[src/rtl/counter_read_logic.sv]
// counter_read_logic
// Read-back path for one 8253 counter. Holds the counter's RW/Mode/BCD
// setting, captures counter-latch (and optionally status-latch) commands, and
// sequences LSB/MSB bytes onto DataOut across successive CPU reads.
//
// Optional feature macro: STATUS_READBACK_EN
//   defined   : LatchStatus captures {OutPin, NullCount, RW, Mode, BCD} and the
//               next read returns that status byte ahead of any count byte.
//   undefined : LatchStatus, OutPin and NullCount are ignored and StatusLatched
//               is tied low.
//
// Ports
//   Clk, Rst_n       clock, asynchronous active-low reset
//   ControlWordLoad  pulse: ControlWord {RW[5:4], Mode[3:1], BCD[0]} is valid
//   LatchCount       pulse: counter-latch command
//   LatchStatus      pulse: status-latch command
//   ReadStrobe       pulse: a CPU read completed, consume the current byte
//   CountValue       live count from the counter core
//   OutPin/NullCount status bits from the counter core
//   DataOut          registered byte returned by the next CPU read
//   CountLatched     latched count held and not yet fully read
//   StatusLatched    latched status held and not yet read
//   MsbNext          in RW=11, the next count byte is the MSB
module counter_read_logic (
  input  logic        Clk,
  input  logic        Rst_n,
  input  logic        ControlWordLoad,
  input  logic [5:0]  ControlWord,
  input  logic        LatchCount,
  input  logic        LatchStatus,
  input  logic        ReadStrobe,
  input  logic [15:0] CountValue,
  input  logic        OutPin,
  input  logic        NullCount,
  output logic [7:0]  DataOut,
  output logic        CountLatched,
  output logic        StatusLatched,
  output logic        MsbNext
);

  localparam int unsigned CNT_W  = 16;
  localparam int unsigned BYTE_W = 8;
  localparam int unsigned RW_W   = 2;
  localparam int unsigned MODE_W = 3;

  localparam logic [RW_W-1:0] RW_LATCH = 2'b00;
  localparam logic [RW_W-1:0] RW_LSB   = 2'b01;
  localparam logic [RW_W-1:0] RW_MSB   = 2'b10;
  localparam logic [RW_W-1:0] RW_WORD  = 2'b11;

  logic [RW_W-1:0]   rw_q, rw_d;
  logic [MODE_W-1:0] mode_q, mode_d;
  logic              bcd_q, bcd_d;
  logic              msb_next_q, msb_next_d;
  logic              count_latched_q, count_latched_d;
  logic [CNT_W-1:0]  latched_count_q, latched_count_d;
  logic [BYTE_W-1:0] data_out_q, data_out_d;

  logic              load_c;
  logic              status_held_c;
  logic              count_read_c;
  logic [CNT_W-1:0]  count_src_c;

  // A control word with RW=00 is a latch command decoded on the write side.
  assign load_c = ControlWordLoad && (ControlWord[5:4] != RW_LATCH);

`ifdef STATUS_READBACK_EN
  logic              status_latched_q, status_latched_d;
  logic [BYTE_W-1:0] status_byte_q, status_byte_d;

  assign status_held_c = status_latched_q;
`else
  logic unused_status_inputs;

  assign status_held_c        = 1'b0;
  assign unused_status_inputs = ^{LatchStatus, OutPin, NullCount, mode_q, bcd_q};
`endif

  // A pending status byte absorbs the read; otherwise the read consumes a count byte.
  assign count_read_c = ReadStrobe && !status_held_c;

  // Next-state: load first, then read, then latches on the post-read flags.
  always_comb begin
    rw_d            = rw_q;
    mode_d          = mode_q;
    bcd_d           = bcd_q;
    msb_next_d      = msb_next_q;
    count_latched_d = count_latched_q;
    latched_count_d = latched_count_q;
`ifdef STATUS_READBACK_EN
    status_latched_d = status_latched_q;
    status_byte_d    = status_byte_q;
`endif

    if (load_c) begin
      rw_d            = ControlWord[5:4];
      mode_d          = ControlWord[3:1];
      bcd_d           = ControlWord[0];
      msb_next_d      = 1'b0;
      count_latched_d = 1'b0;
`ifdef STATUS_READBACK_EN
      status_latched_d = 1'b0;
`endif
    end else begin
`ifdef STATUS_READBACK_EN
      if (ReadStrobe && status_latched_q) begin
        status_latched_d = 1'b0;
      end
`endif
      if (count_read_c) begin
        if (rw_q == RW_WORD) begin
          msb_next_d = !msb_next_q;
          // Only the MSB read completes a 16-bit count.
          if (msb_next_q) begin
            count_latched_d = 1'b0;
          end
        end else begin
          count_latched_d = 1'b0;
        end
      end

      // First latch wins until the held count has been fully read.
      if (LatchCount && !count_latched_d) begin
        latched_count_d = CountValue;
        count_latched_d = 1'b1;
      end

`ifdef STATUS_READBACK_EN
      if (LatchStatus && !status_latched_d) begin
        status_byte_d    = {OutPin, NullCount, rw_q, mode_q, bcd_q};
        status_latched_d = 1'b1;
      end
`endif
    end
  end

  // Byte the next read returns, from the state before this edge.
  always_comb begin
    count_src_c = count_latched_q ? latched_count_q : CountValue;
    data_out_d  = count_src_c[7:0];
    unique case (rw_q)
      RW_LSB:  data_out_d = count_src_c[7:0];
      RW_MSB:  data_out_d = count_src_c[15:8];
      default: data_out_d = msb_next_q ? count_src_c[15:8] : count_src_c[7:0];
    endcase
`ifdef STATUS_READBACK_EN
    if (status_latched_q) begin
      data_out_d = status_byte_q;
    end
`endif
  end

  // State registers.
  always_ff @(posedge Clk or negedge Rst_n) begin
    if (!Rst_n) begin
      rw_q            <= RW_WORD;
      mode_q          <= MODE_W'(0);
      bcd_q           <= 1'b0;
      msb_next_q      <= 1'b0;
      count_latched_q <= 1'b0;
      latched_count_q <= CNT_W'(0);
      data_out_q      <= BYTE_W'(0);
    end else begin
      rw_q            <= rw_d;
      mode_q          <= mode_d;
      bcd_q           <= bcd_d;
      msb_next_q      <= msb_next_d;
      count_latched_q <= count_latched_d;
      latched_count_q <= latched_count_d;
      data_out_q      <= data_out_d;
    end
  end

`ifdef STATUS_READBACK_EN
  // Status capture registers.
  always_ff @(posedge Clk or negedge Rst_n) begin
    if (!Rst_n) begin
      status_latched_q <= 1'b0;
      status_byte_q    <= BYTE_W'(0);
    end else begin
      status_latched_q <= status_latched_d;
      status_byte_q    <= status_byte_d;
    end
  end

  assign StatusLatched = status_latched_q;
`else
  assign StatusLatched = 1'b0;
`endif

  assign DataOut      = data_out_q;
  assign CountLatched = count_latched_q;
  assign MsbNext      = msb_next_q;

endmodule

[config.mk]
export PLATFORM = sky130hd
export DESIGN_NAME = counter_read_logic
export DESIGN_NICKNAME = d
export VERILOG_FILES = /design/src/rtl/counter_read_logic.sv
export SDC_FILE = /design/constraint.sdc
export NUM_CORES = 1
export LEC_CHECK = 0
export BUFFER_PORTS_ARGS = -buffer_cell sky130_fd_sc_hd__buf_2
export CORE_MARGIN = 5
export CORE_UTILIZATION = 45
export DETAILED_ROUTE_END_ITERATION = 12
export PLACE_DENSITY = 0.72
export SETUP_SLACK_MARGIN = 0.4
export SYNTH_ARGS = -nofsm -noshare
export SYNTH_HDL_FRONTEND = slang
export SYNTH_SLANG_ARGS = --single-unit
[constraint.sdc]
create_clock -name Clk -period 1.7 [get_ports Clk]
set_input_delay 0.085 -clock Clk [delete_from_list [all_inputs] [get_ports Clk]]
set_output_delay 0.085 -clock Clk [all_outputs]
set_load 0.1 [all_outputs]
==> results.cfg <==
[global_route]
grtUsageTotal_pct = 13.9
grt_max_degree = 29
grt-ovfl-total = 0
grt_pass1_wl_um = 4490
antenna_found_initial = 0
grt_pass1_vias = 1002

[sta]
period_share_pct = 98.7
hold_viol_final = 0
slew-limit-headroom_pct = 59.0
post-route-min-period_ns = 1.68
slew_viol_final = 0
rsz0062_at_grt = yes
tightest_slew_ns = 0.615
finalClockSkew_ns = 0.00161
setup_viol = 0
max_freq_mhz = 596

[worst_hold_path]
min_from = CountValue[5]
hold_path_class = input port to flip-flop

[logic_synthesis]
syn_nets = 128
yosysSeqAreaShare_pct = 52.7
avgSynthCellArea_um2 = 14.0
synthTopCellsByArea = dfrtp_1 49%, mux2i_1 14%, mux2_4 11%
synth_cell_types = 21
synth_top_area_share_pct = 48.8
yosys.area.top_type = dfrtp_1
syn_area_um2 = 1330
yosys_warnings = 0
yosys_register_bits = 28
syn_inst = 95

[clock_tree]
root_buffer = clkbuf_4
cts_made_buffers = 3
clock_latency_ns = 0.33
clkTransAtPathRegs_ns = 0.15
cts_sinks = 28
clock_path_buffers = 2
h-tree-depth = 1
cts_tree = done

[place]
dp_hpwl_um = 1920
dp.cells = 159
placed_area_um2 = 1610
gp_congestion = 0.712
io_buffers = 32

[flow_run]
maxCapViolCount = 0

[detailed_routing]
wl_per_cell_um = 16.5
first_iter_violations = 45
ant_nets = 0
vias = 978
drc = 0
wirelength_um = 3210
first_pass_iters = 4
drt-vias-per-instance = 5.04

[finish]
multi_input_area_um2 = 708
area_delta_synth_final_pct = 58.1
regArea_um2 = 711
fillers = 174
fin_nets = 197
drive_above_1_share_pct = 54.0
num_antenna_cells = 0
design_area_um2 = 2110
instances_no_fill = 194

[floorplanning]
die_area_um2 = 4150
pin_count = 41
floorplan.initialDensity_pct = 47.5
die_h_um = 64.4
die_w_um = 64.4
fp-row-count = 19
core-area_um2 = 2810

[critical_path]
critical_path_class = flip-flop to flip-flop
cp.arrival_ns = 1.91
crit_buf_inv = 1
worstSetupStartpointType = flip-flop
worst_ep_required_time_ns = 1.94
slowest_stage = dfstp_2
critPathMaxFanout = 4
slowest_delay_ns = 0.60
startpoint = rw_q[0]
timing.rr.start = rw_q[0]
path_delay_family = flip-flops
cp_cell_sequence = ha_4 -> nand2b_4 -> a21boi_2 -> nand3b_4 -> clkbuf_16 -> mux2_4
end_kind = flip-flop

[pwr]
power_density_nw_per_um2 = 1190
power.ir.vdd_worst_uv = 562
total_power_mw = 2.51
leakage_nw = 1.03

[run_status]
status = completed
[stage by stage]
stage / utilization (%) / worst slack, ns / setup TNS (ns) / hold slack (ns)
after global placement: 57.5 / 0.0116 / 0 / 0.128
after floorplan: - / -0.0271 / -0.271 / -0.211
after global routing: 75.2 / -0.0165 / -0.0663 / -0.00642
after detailed placement: 57.5 / -0.0287 / -0.107 / 0.132
final: 75.2 / 0.0214 / 0 / 0.00491
after CTS: 66.6 / 0.0222 / 0 / 0.000144
[where the power goes]
part | switching [mW] | internal (mW) | total [mW]
logic | 0.730 | 0.450 | 1.18
registers | 0.0735 | 0.814 | 0.887
clock network | 0.202 | 0.239 | 0.440
total | 1.01 | 1.50 | 2.51
[flip-flops by register name, indices dropped and copies added, names as in the netlist]
signal and flops:
latched_count_q 16, DataOut 8, rw_q 2, CountLatched 1
MsbNext 1
[kinds of logic (layout without fill, tap and decap cells)]
logic type / Yosys count / count (layout) / synth area share, %
buffers and inverters: 7 / 75 / 3.75
xor gates and xnor gates: 1 / 1 / 0.657
muxes: 34 / 34 / 29.8
DFF: 28 / 28 / 52.7
adders and majority gates: 3 / 3 / 2.81
other: 1 / 1 / 0.281
AOI/OAI and AO/OA: 11 / 11 / 5.54
and+or+nand+nor: 10 / 10 / 4.41
[worst paths after layout]
| path | endpoint | slack, ns | cells after the start |
|---|---|---|---|
| max | latched_count_q[7] | 0.02 | 6 |
| min | latched_count_q[5] | 0.005 | 2 |
| max reg2reg | latched_count_q[7] | 0.02 | 6 |
| min reg2reg | latched_count_q[1] | 0.53 | 1 |
| max in group asynchronous | CountLatched | 0.97 | 2 |
| min in group asynchronous | DataOut[6] | 0.28 | 2 |
[cells in the final DEF, fill, tap and decap left out]
master | synthesis | final
dfstp_2 | 2 | 2
buf_12 | 0 | 5
o22ai_1 | 8 | 1
ha_1 | 3 | 1
conb_1 | 1 | 1
o21a_1 | 1 | 1
dfrtp_1 | 26 | 24
nand2_1 | 7 | 7
o22ai_2 | 0 | 7
nand2b_4 | 0 | 1
bufinv_16 | 0 | 1
dlygate4sd3_1 | 0 | 20
a21boi_2 | 0 | 1
ha_4 | 0 | 2
inv_4 | 0 | 1
xnor2_1 | 1 | 1
clkbuf_4 | 0 | 3
buf_4 | 1 | 7
mux2_4 | 10 | 16
o21ai_2 | 1 | 1
inv_1 | 3 | 2
buf_2 | 1 | 30
mux2i_4 | 0 | 2
and2_1 | 1 | 1
nand3b_4 | 1 | 1
dfrtp_4 | 0 | 2
mux2i_1 | 18 | 16
buf_6 | 1 | 5
clkbuf_16 | 0 | 1
[repair_timing]
item | in CTS | in global routing
gates resized for setup | 13 | 17
pin swaps | 11 | 3
setup endpoints to repair | 26 | 25
endpoints found under the hold margin | 37 | 6
setup buffers | 2 | 8
gates cloned | 0 | 1
hold buffers | 14 | 6
[synth_stat cells]
master / number
a21boi_1: 1
and2_1: 1
buf_2: 1
buf_4: 1
buf_6: 1
buf_8: 1
conb_1: 1
dfrtp_1: 26
dfstp_2: 2
ha_1: 3
inv_1: 3
mux2_2: 6
mux2_4: 10
mux2i_1: 18
nand2_1: 7
nand2b_1: 1
nand3b_4: 1
o21a_1: 1
o21ai_2: 1
o22ai_1: 8
xnor2_1: 1
[routing by layer]
metal  vias to the layer above  track usage [%]  share of wire (%)
li1                        468                -                  -
met1                       476             15.8                 43
met2                        28             24.9                 51
met3                         6             2.07                3.6
met4                         0             7.65                2.3
met5                         -                0                  0
[cell type report]
type                            count  share of cell area [%]
Sequential cell                    28                    33.7
Multi-Input combinational cell     60                    33.6
Timing Repair Buffer               68                    27.7
Tap cell                           31                    1.84
Clock inverter                      1                    1.42
Clock buffer                        3                    1.07
Inverter                            3                   0.653
No activity file was read; power rests on OpenSTA's default activity.
